### src/rtl/bit_scan_8b_pkg.sv
// Shared definitions for the set-bit scanner: default mask width, index width
// derivation and the scanner state encoding.
package bit_scan_8b_pkg;

  localparam int DEF_WIDTH = 8;

  typedef enum logic {
    ST_IDLE = 1'b0,
    ST_SCAN = 1'b1
  } state_e;

  function automatic int idx_width(input int w);
    return $clog2(w);
  endfunction

endpackage

### src/rtl/bit_scan_8b_pri_enc.sv
// Combinational priority encoder: highest set bit of mask_i as index and one-hot,
// with zero_o flagging an all-zero mask (index and one-hot are 0 then).
module bit_scan_8b_pri_enc
  import bit_scan_8b_pkg::*;
#(
  parameter  int WIDTH = DEF_WIDTH,
  localparam int IDX_W = idx_width(WIDTH)
) (
  input  logic [WIDTH-1:0] mask_i,
  output logic [WIDTH-1:0] onehot_o,
  output logic [IDX_W-1:0] idx_o,
  output logic             zero_o
);

  // Ascending scan so the highest set bit is the one left standing.
  always_comb begin
    idx_o  = '0;
    zero_o = 1'b1;
    for (int i = 0; i < WIDTH; i++) begin
      idx_o  = mask_i[i] ? IDX_W'(i) : idx_o;
      zero_o = mask_i[i] ? 1'b0 : zero_o;
    end
    onehot_o = zero_o ? '0 : (WIDTH'(1) << idx_o);
  end

endmodule

### src/rtl/bit_scan_8b.sv
// Sequential set-bit scanner: takes a flag mask over valid/ready and emits one
// beat per set bit, MSB first, or a single empty beat for an all-zero mask.
module bit_scan_8b
  import bit_scan_8b_pkg::*;
#(
  parameter  int WIDTH = DEF_WIDTH,
  localparam int IDX_W = idx_width(WIDTH)
) (
  input  logic             clk_i,
  input  logic             rst_n_i,
  input  logic             in_valid_i,
  output logic             in_ready_o,
  input  logic [WIDTH-1:0] in_mask_i,
  output logic             out_valid_o,
  input  logic             out_ready_i,
  output logic [IDX_W-1:0] out_idx_o,
  output logic [WIDTH-1:0] out_onehot_o,
  output logic             out_last_o,
  output logic             out_empty_o
);

  state_e           state_q, state_d;
  logic [WIDTH-1:0] resid_q, resid_d;
  logic             valid_q, valid_d;
  logic [IDX_W-1:0] idx_q, idx_d;
  logic [WIDTH-1:0] onehot_q, onehot_d;
  logic             last_q, last_d;
  logic             empty_q, empty_d;

  logic             accept_s;
  logic [WIDTH-1:0] enc_in_s;
  logic [WIDTH-1:0] enc_onehot_s;
  logic [IDX_W-1:0] enc_idx_s;
  logic             enc_zero_s;
  logic [WIDTH-1:0] enc_rest_s;

  // A new mask can enter when idle or as the final beat of the current one retires.
  assign in_ready_o = (state_q == ST_IDLE) | (valid_q & out_ready_i & last_q);
  assign accept_s   = in_valid_i & in_ready_o;

  // One encoder serves both the first beat (fresh mask) and every following beat.
  assign enc_in_s   = accept_s ? in_mask_i : resid_q;
  assign enc_rest_s = enc_in_s & ~enc_onehot_s;

  bit_scan_8b_pri_enc #(
    .WIDTH (WIDTH)
  ) u_pri_enc (
    .mask_i   (enc_in_s),
    .onehot_o (enc_onehot_s),
    .idx_o    (enc_idx_s),
    .zero_o   (enc_zero_s)
  );

  // Next-state and next-beat selection.
  always_comb begin
    state_d  = state_q;
    resid_d  = resid_q;
    valid_d  = valid_q;
    idx_d    = idx_q;
    onehot_d = onehot_q;
    last_d   = last_q;
    empty_d  = empty_q;
    case (state_q)
      ST_IDLE: begin
        if (accept_s) begin
          state_d  = ST_SCAN;
          valid_d  = 1'b1;
          idx_d    = enc_idx_s;
          onehot_d = enc_onehot_s;
          empty_d  = enc_zero_s;
          last_d   = (enc_rest_s == '0);
          resid_d  = enc_rest_s;
        end else begin
          state_d = ST_IDLE;
        end
      end
      ST_SCAN: begin
        if (out_ready_i) begin
          if (accept_s | ~last_q) begin
            state_d  = ST_SCAN;
            valid_d  = 1'b1;
            idx_d    = enc_idx_s;
            onehot_d = enc_onehot_s;
            empty_d  = enc_zero_s;
            last_d   = (enc_rest_s == '0);
            resid_d  = enc_rest_s;
          end else begin
            state_d  = ST_IDLE;
            valid_d  = 1'b0;
            idx_d    = '0;
            onehot_d = '0;
            last_d   = 1'b0;
            empty_d  = 1'b0;
            resid_d  = '0;
          end
        end else begin
          state_d = ST_SCAN;
        end
      end
      default: begin
        state_d  = ST_IDLE;
        valid_d  = 1'b0;
        idx_d    = '0;
        onehot_d = '0;
        last_d   = 1'b0;
        empty_d  = 1'b0;
        resid_d  = '0;
      end
    endcase
  end

  // State, residual mask and output beat registers.
  always_ff @(posedge clk_i or negedge rst_n_i) begin
    if (!rst_n_i) begin
      state_q  <= ST_IDLE;
      resid_q  <= '0;
      valid_q  <= 1'b0;
      idx_q    <= '0;
      onehot_q <= '0;
      last_q   <= 1'b0;
      empty_q  <= 1'b0;
    end else begin
      state_q  <= state_d;
      resid_q  <= resid_d;
      valid_q  <= valid_d;
      idx_q    <= idx_d;
      onehot_q <= onehot_d;
      last_q   <= last_d;
      empty_q  <= empty_d;
    end
  end

  assign out_valid_o  = valid_q;
  assign out_idx_o    = idx_q;
  assign out_onehot_o = onehot_q;
  assign out_last_o   = last_q;
  assign out_empty_o  = empty_q;

endmodule

### config.mk
export PLATFORM = sky130hd
export DESIGN_NAME = bit_scan_8b
export DESIGN_NICKNAME = d
export VERILOG_FILES = /design/src/rtl/bit_scan_8b_pkg.sv /design/src/rtl/bit_scan_8b_pri_enc.sv /design/src/rtl/bit_scan_8b.sv
export SDC_FILE = /design/constraint.sdc
export NUM_CORES = 1
export LEC_CHECK = 0
export CAP_MARGIN = 25
export CORE_ASPECT_RATIO = 0.7
export CORE_UTILIZATION = 47
export CTS_CLUSTER_SIZE = 16
export DETAILED_ROUTE_END_ITERATION = 7
export GPL_TIMING_DRIVEN = 1
export PLACE_DENSITY = 0.76
export SYNTH_ARGS = -nofsm -noshare
export SYNTH_HDL_FRONTEND = slang
export SYNTH_SLANG_ARGS = --single-unit
### constraint.sdc
create_clock -name clk_i -period 1.7 [get_ports clk_i]
set_input_delay 0.34 -clock clk_i [delete_from_list [all_inputs] [get_ports clk_i]]
set_output_delay 0.34 -clock clk_i [all_outputs]
set_load 0.05 [all_outputs]
==> impl_metrics.tcl, run 1 <==
set metrics [dict create \
    status "complete, but fails checks" \
    violations "negative setup slack" \
    period_share_pct 102 \
    drtIter0Drc 101 \
    cts_hold_buf 0 \
    grt_usage_pct 32.0 \
    setup_slack_ps -34.7 \
    relSlewSlack_pct 62.4 \
    synth_warnings 0 \
    criticalPathCategory "reg2reg" \
    synth-seq-area-share_pct 39.3 \
    die_h_um 48.7 \
    wirelength_mm 4.92 \
    dp_hpwl_mm 3.55 \
    die_area_um2 3350 \
    worst_pin_slew_ps 563 \
    synth_commonest_cells "nand2_1 (33), dfrtp_1 (23), o21ai_0 (17), a21oi_1 (11), nor2_1 (10)" \
    powerDensity_nw_per_um2 1840 \
    tns_ps -34.7 \
    clkTransAtPathRegs_ps 80 \
    drc 0 \
    crit_path_top_delay_cell "dfrtp_2" \
    grt_pass1_vias 1628 \
    drtPass1Iterations 4 \
    p_leak_nw 1.08 \
    cts_tree "yes" \
    antenna_cells 0 \
    synth_nets 178 \
    cts-htree-levels 1 \
    clockRootBuffer "clkbuf_8" \
    cp_max_fo 6 \
    fmax_mhz 576 \
    ys.flop_type "dfrtp_1" \
    cts.sinks 23 \
    final_nets 265 \
    core_region_area_um2 2880 \
    synth_cell_types 50 \
    vias_per_cell 5.77 \
    grt_pass1_wl_mm 7.85 \
    yosys_register_bits 23 \
    syn_area_per_cell_um2 8.82 \
    cpPeakStageDelay_ps 420 \
    start_kind "flip-flop" \
    place_congestion 0.918 \
    grt_max_degree 24 \
    synthArstFlopShare_pct 100 \
    grt_antenna_before_repair 0 \
    critical_path_required_ps 1860 \
    rsz0062_at_grt "true" \
    synth_top_area_share_pct 39.3 \
    detail-route-antenna-nets 0 \
    numCtsBuffers 3 \
    hold_class "in2async" \
    skew_ps 3.41 \
    cts_buffer_depth 2 \
    whs_ps 431 \
    arrival_ps 1890 \
    cap_violations 0 \
    fin_crit_ps 1730 \
    setup_viol 1 \
    row_count 16 \
    fp.dieW_um 68.7 \
    synth_area_leader_cell "dfrtp_1" \
    clkLatencyLatePin_ps 260 \
    netlist_area_um2 1460 \
    drive_gt1_share_pct 48.4 \
    ios 27 \
    final_max_slew_viol_count 0 \
    areaGrowthSynthToFinish_pct 58.1 \
    end_kind "flip-flop" \
    postSynthCellCount 166 \
    synth_edf_count 0 \
    vias 1662 \
    grt.overflow.total 0 \
    yosysMostFrequentCell "nand2_1" \
    start_util_pct 50.8 \
    worstPathCellList "and4_4, or2_4, buf_6, a31oi_4, o221ai_2, a32o_1" \
    vdd_drop_max_mv 1.41 \
    avgRoutedWirePerCell_um 17.1 \
    io_buffers 26 \
    ys_top_cells_by_area "dfrtp_1 (39%), nand2_1 (8.5%), o21ai_0 (5.8%)" \
    hold_viol 0 \
]
-- final timing paths --
| path | slack [ps] | from | cells after the start | end |
|---|---|---|---|---|
| min in group clk_i | 480 | out_onehot_o[1] | 2 | out_onehot_o[1] |
| worst max-delay path | -30 | out_last_o | 6 | out_last_o |
| worst max register to register | -30 | out_last_o | 6 | out_last_o |
| worst min-delay path | 430 | rst_n_i | 2 | resid_q[5] |
| worst min register to register | 480 | out_onehot_o[1] | 2 | out_onehot_o[1] |
| max in group asynchronous | 1020 | rst_n_i | 2 | out_last_o |
-- timing repair --
action,CTS,global route
buffers inserted,5,3
resized for setup,34,15
cloned,2,0
setup endpoints to repair,22,11
pin swaps,10,10
-- report_power, final --
group	switching (mW)	internal, mW
Sequential	0.163	0.752
Combinational	1.68	1.33
Clock	0.169	0.167
Total	2.01	2.25
-- stage by stage --
stage	power, mW	instances	util, %	cell area [um2]	setup WS (ps)
after floorplan	2.47	166	-	1470	-153
after global placement	3.57	275	72.4	2090	-574
after detailed placement	3.61	275	72.4	2090	-655
after CTS	4.09	285	78.3	2260	-4.64
after global routing	4.49	288	80.3	2310	-78.7
final	4.25	288	80.3	2310	-34.7
-- worst max-delay path, delay by kind of cell, from the launching register on --
kind	cells	cell delay (ps)
compound gates	3	590
flops	1	420
buf+inv	1	130
simple gates	2	470
-- sequential cells by signal, indices dropped and copies added, names as in the netlist --
register	flops
state_q	1
out_onehot_o	8
out_empty_o	1
out_last_o	1
resid_q	8
out_valid_o	1
out_idx_o	3
-- cell families (layout without fill, tap and decap cells) --
logic type | count (synthesis) | after routing | synth area share, %
AOI/OAI and AO/OA | 60 | 60 | 28.6
buffers and inverters | 15 | 99 | 7.01
and+or+nand+nor | 66 | 68 | 23.7
muxes | 2 | 2 | 1.37
DFF | 23 | 23 | 39.3
-- cells in the final DEF (no fill, tap or decap), drive strengths merged, types with 2 or more instances in the layout --
cell type,instances
nor4b,2
a21o,2
o21a,2
o21ai,24
clkdlybuf4s15,3
o221ai,2
a22o,3
buf,78
clkdlybuf4s50,2
o211ai,3
inv,6
nor2,12
or2,3
nand2,34
a21oi,11
dfrtp,23
nor4,2
mux2i,2
nor3,5
dlygate4sd2,5
o31ai,2
or3,2
nand3,3
clkbuf,5
-- per-layer routing --
| metal | share of wire (%) | vias to the layer above | track usage [%] | wire length (um) |
|---|---|---|---|---|
| met1 | 44 | 785 | 46.3 | 2190 |
| met3 | 7.6 | 12 | 6.37 | 374 |
| li1 | - | 777 | - | - |
| met2 | 46 | 88 | 49.7 | 2280 |
| met4 | 1.6 | 0 | 5.78 | 80 |
| met5 | 0 | - | 0 | 0 |
-- area by class of cell --
cell class              count  area, um2
clock buffers               4       45.0
repair buffers             89        712
well taps                  36       45.0
inverters                   6       22.5
flip-flops and latches     23        578
multi-input cells         130        912
fillers                   205        568
(Power assumes the default switching activity.)
==> inputs of run 2 (changes only) <==
--- a/config.mk
+++ b/config.mk
@@ -11,7 +11,7 @@
 export CTS_CLUSTER_SIZE = 16
 export DETAILED_ROUTE_END_ITERATION = 7
 export GPL_TIMING_DRIVEN = 1
-export PLACE_DENSITY = 0.76
+export PLACE_DENSITY = 0.86
 export SYNTH_ARGS = -nofsm -noshare
 export SYNTH_HDL_FRONTEND = slang
 export SYNTH_SLANG_ARGS = --single-unit
==> impl_metrics.tcl, run 2 (same netlist as run 1, synthesis figures left out) <==
set metrics [dict create \
    nFillCells 207 \
    numCtsBuffers 3 \
    cpPeakStageDelay_ps 410 \
    status "complete, but fails checks" \
    fin_util_pct 77.7 \
    fmax_mhz 562 \
    final_max_slew_viol_count 0 \
    cap_violations 0 \
    grt_pass1_vias 1615 \
    die_h_um 48.7 \
    detail-route-antenna-nets 0 \
    crit_path_top_delay_cell "dfrtp_2" \
    regArea_um2 581 \
    areaGrowthSynthToFinish_pct 53.0 \
    crit_buf_inv 1 \
    end_kind "flip-flop" \
    arrival_ps 1940 \
    avgRoutedWirePerCell_um 17.7 \
    worstPathCellList "and4_4, or2_4, buf_6, a31oi_4, o221ai_2, a32o_2" \
    row_count 16 \
    start_kind "flip-flop" \
    dp_hpwl_mm 3.47 \
    critical_path_required_ps 1860 \
    fp.dieW_um 68.7 \
    skew_ps 4.03 \
    criticalPathCategory "reg2reg" \
    powerDensity_nw_per_um2 1900 \
    rsz0062_at_grt "true" \
    antenna_cells 0 \
    grt_antenna_before_repair 0 \
    mostFrequentLayoutCells "buf_4 (67), nand2_1 (32), dfrtp_1 (19)" \
    p_comb_share_pct 69.4 \
    cp_max_fo 8 \
    cts-htree-levels 1 \
    period_share_pct 105 \
    hold_viol 0 \
    cts_buffer_depth 2 \
    grt_max_degree 24 \
    cts_hold_buf 0 \
    wirelength_mm 4.93 \
    layout_commonest_cell "buf_4" \
    drive_gt1_share_pct 44.4 \
    vias_per_cell 5.81 \
    fin_crit_ps 1780 \
    io_buffers 26 \
    pre_cts_slack_ps -626 \
    vias 1621 \
    violations "negative setup slack" \
    cts_tree "yes" \
    cp.depth 6 \
    clkTransAtPathRegs_ps 80 \
    whs_ps 421 \
    p_int_mw 2.20 \
    drc 0 \
    setup_slack_ps -80.6 \
    ios 27 \
    grt.overflow.total 0 \
    swShare_pct 48.4 \
    reg2regPathDepth 6 \
    p_total_mw 4.26 \
    place_congestion 1.03 \
    cts.sinks 23 \
    sequentialPowerShare_pct 22.3 \
    vdd_drop_max_mv 1.30 \
    switchingPower_mw 2.06 \
    multi_input_area_um2 886 \
    die_area_um2 3350 \
    clockRootBuffer "clkbuf_8" \
    final_nets 256 \
    drtIter0Drc 166 \
    clkPwrFrac_pct 8.3 \
    setup_viol 1 \
    hold_class "in2async" \
    critical_path.top_delay_family "compound AO/OA/AOI/OAI gates" \
    p_leak_nw 1.04 \
    relSlewSlack_pct 76.3 \
    start_util_pct 50.8 \
    drtPass1Iterations 6 \
    worst_pin_slew_ps 352 \
    core_region_area_um2 2880 \
    clkLatencyLatePin_ps 270 \
    grt_usage_pct 32.8 \
    grt_pass1_wl_mm 8.02 \
]
-- run 2: final cells by class --
class                   count  share of cell area, %
multi-input cells         128                   39.6
repair buffers             82                   29.5
flip-flops and latches     23                   25.9
clock buffers               4                   2.01
well taps                  36                   2.01
inverters                   6                   1.01
-- run 2: timing repair --
action                                  4_1_cts  5_1_grt
pin swaps                                     9        4
setup buffers                                 7        2
resized for setup                            32       10
endpoints found under the setup margin       15        9
cloned                                        0        0
-- run 2: power by group through the flow --
stage / sequential (mW) / combinational [mW] / clock, mW
finish: 0.951 / 2.96 / 0.354
global route: 0.972 / 3.14 / 0.381
CTS: 0.932 / 2.79 / 0.355
detailed placement: 0.927 / 2.59 / 0
global placement: 0.915 / 2.53 / 0
floorplan: 1.34 / 1.13 / 0
-- run 2: final timing paths --
path                                  from              end  slack (ps)
setup / recovery               out_valid_o       out_last_o         -80
hold / removal                     rst_n_i       resid_q[5]         420
setup reg to reg               out_valid_o       out_last_o         -80
hold reg to reg            out_onehot_o[2]  out_onehot_o[2]         490
max in group asynchronous          rst_n_i      out_valid_o        1020
min in group clk_i         out_onehot_o[2]  out_onehot_o[2]         490
-- run 2: routing by layer --
| layer | share of wire, % | global-route usage [%] |
|---|---|---|
| met3 | 8.4 | 6.13 |
| met4 | 3.1 | 7.48 |
| met5 | 0 | 0 |
| met2 | 48 | 53.3 |
| met1 | 41 | 44.9 |
-- run 2: stage by stage --
stage                     cell area [um2]  std cells  setup TNS, ps
final                                2240        279          -80.6
after global routing                 2240        279           -238
after detailed placement             2030        267          -8220
after CTS                            2190        277          -39.0
after floorplan                      1470        166           -620
after global placement               2030        267          -7140
==> inputs of run 3 (changes only) <==
--- a/config.mk
+++ b/config.mk
@@ -11,7 +11,7 @@
 export CTS_CLUSTER_SIZE = 16
 export DETAILED_ROUTE_END_ITERATION = 7
 export GPL_TIMING_DRIVEN = 1
-export PLACE_DENSITY = 0.86
+export PLACE_DENSITY = 0.76
 export SYNTH_ARGS = -nofsm -noshare
 export SYNTH_HDL_FRONTEND = slang
 export SYNTH_SLANG_ARGS = --single-unit
==> results of run 3 <==
Final layout, timing and power as in run 1 (identical DEF).
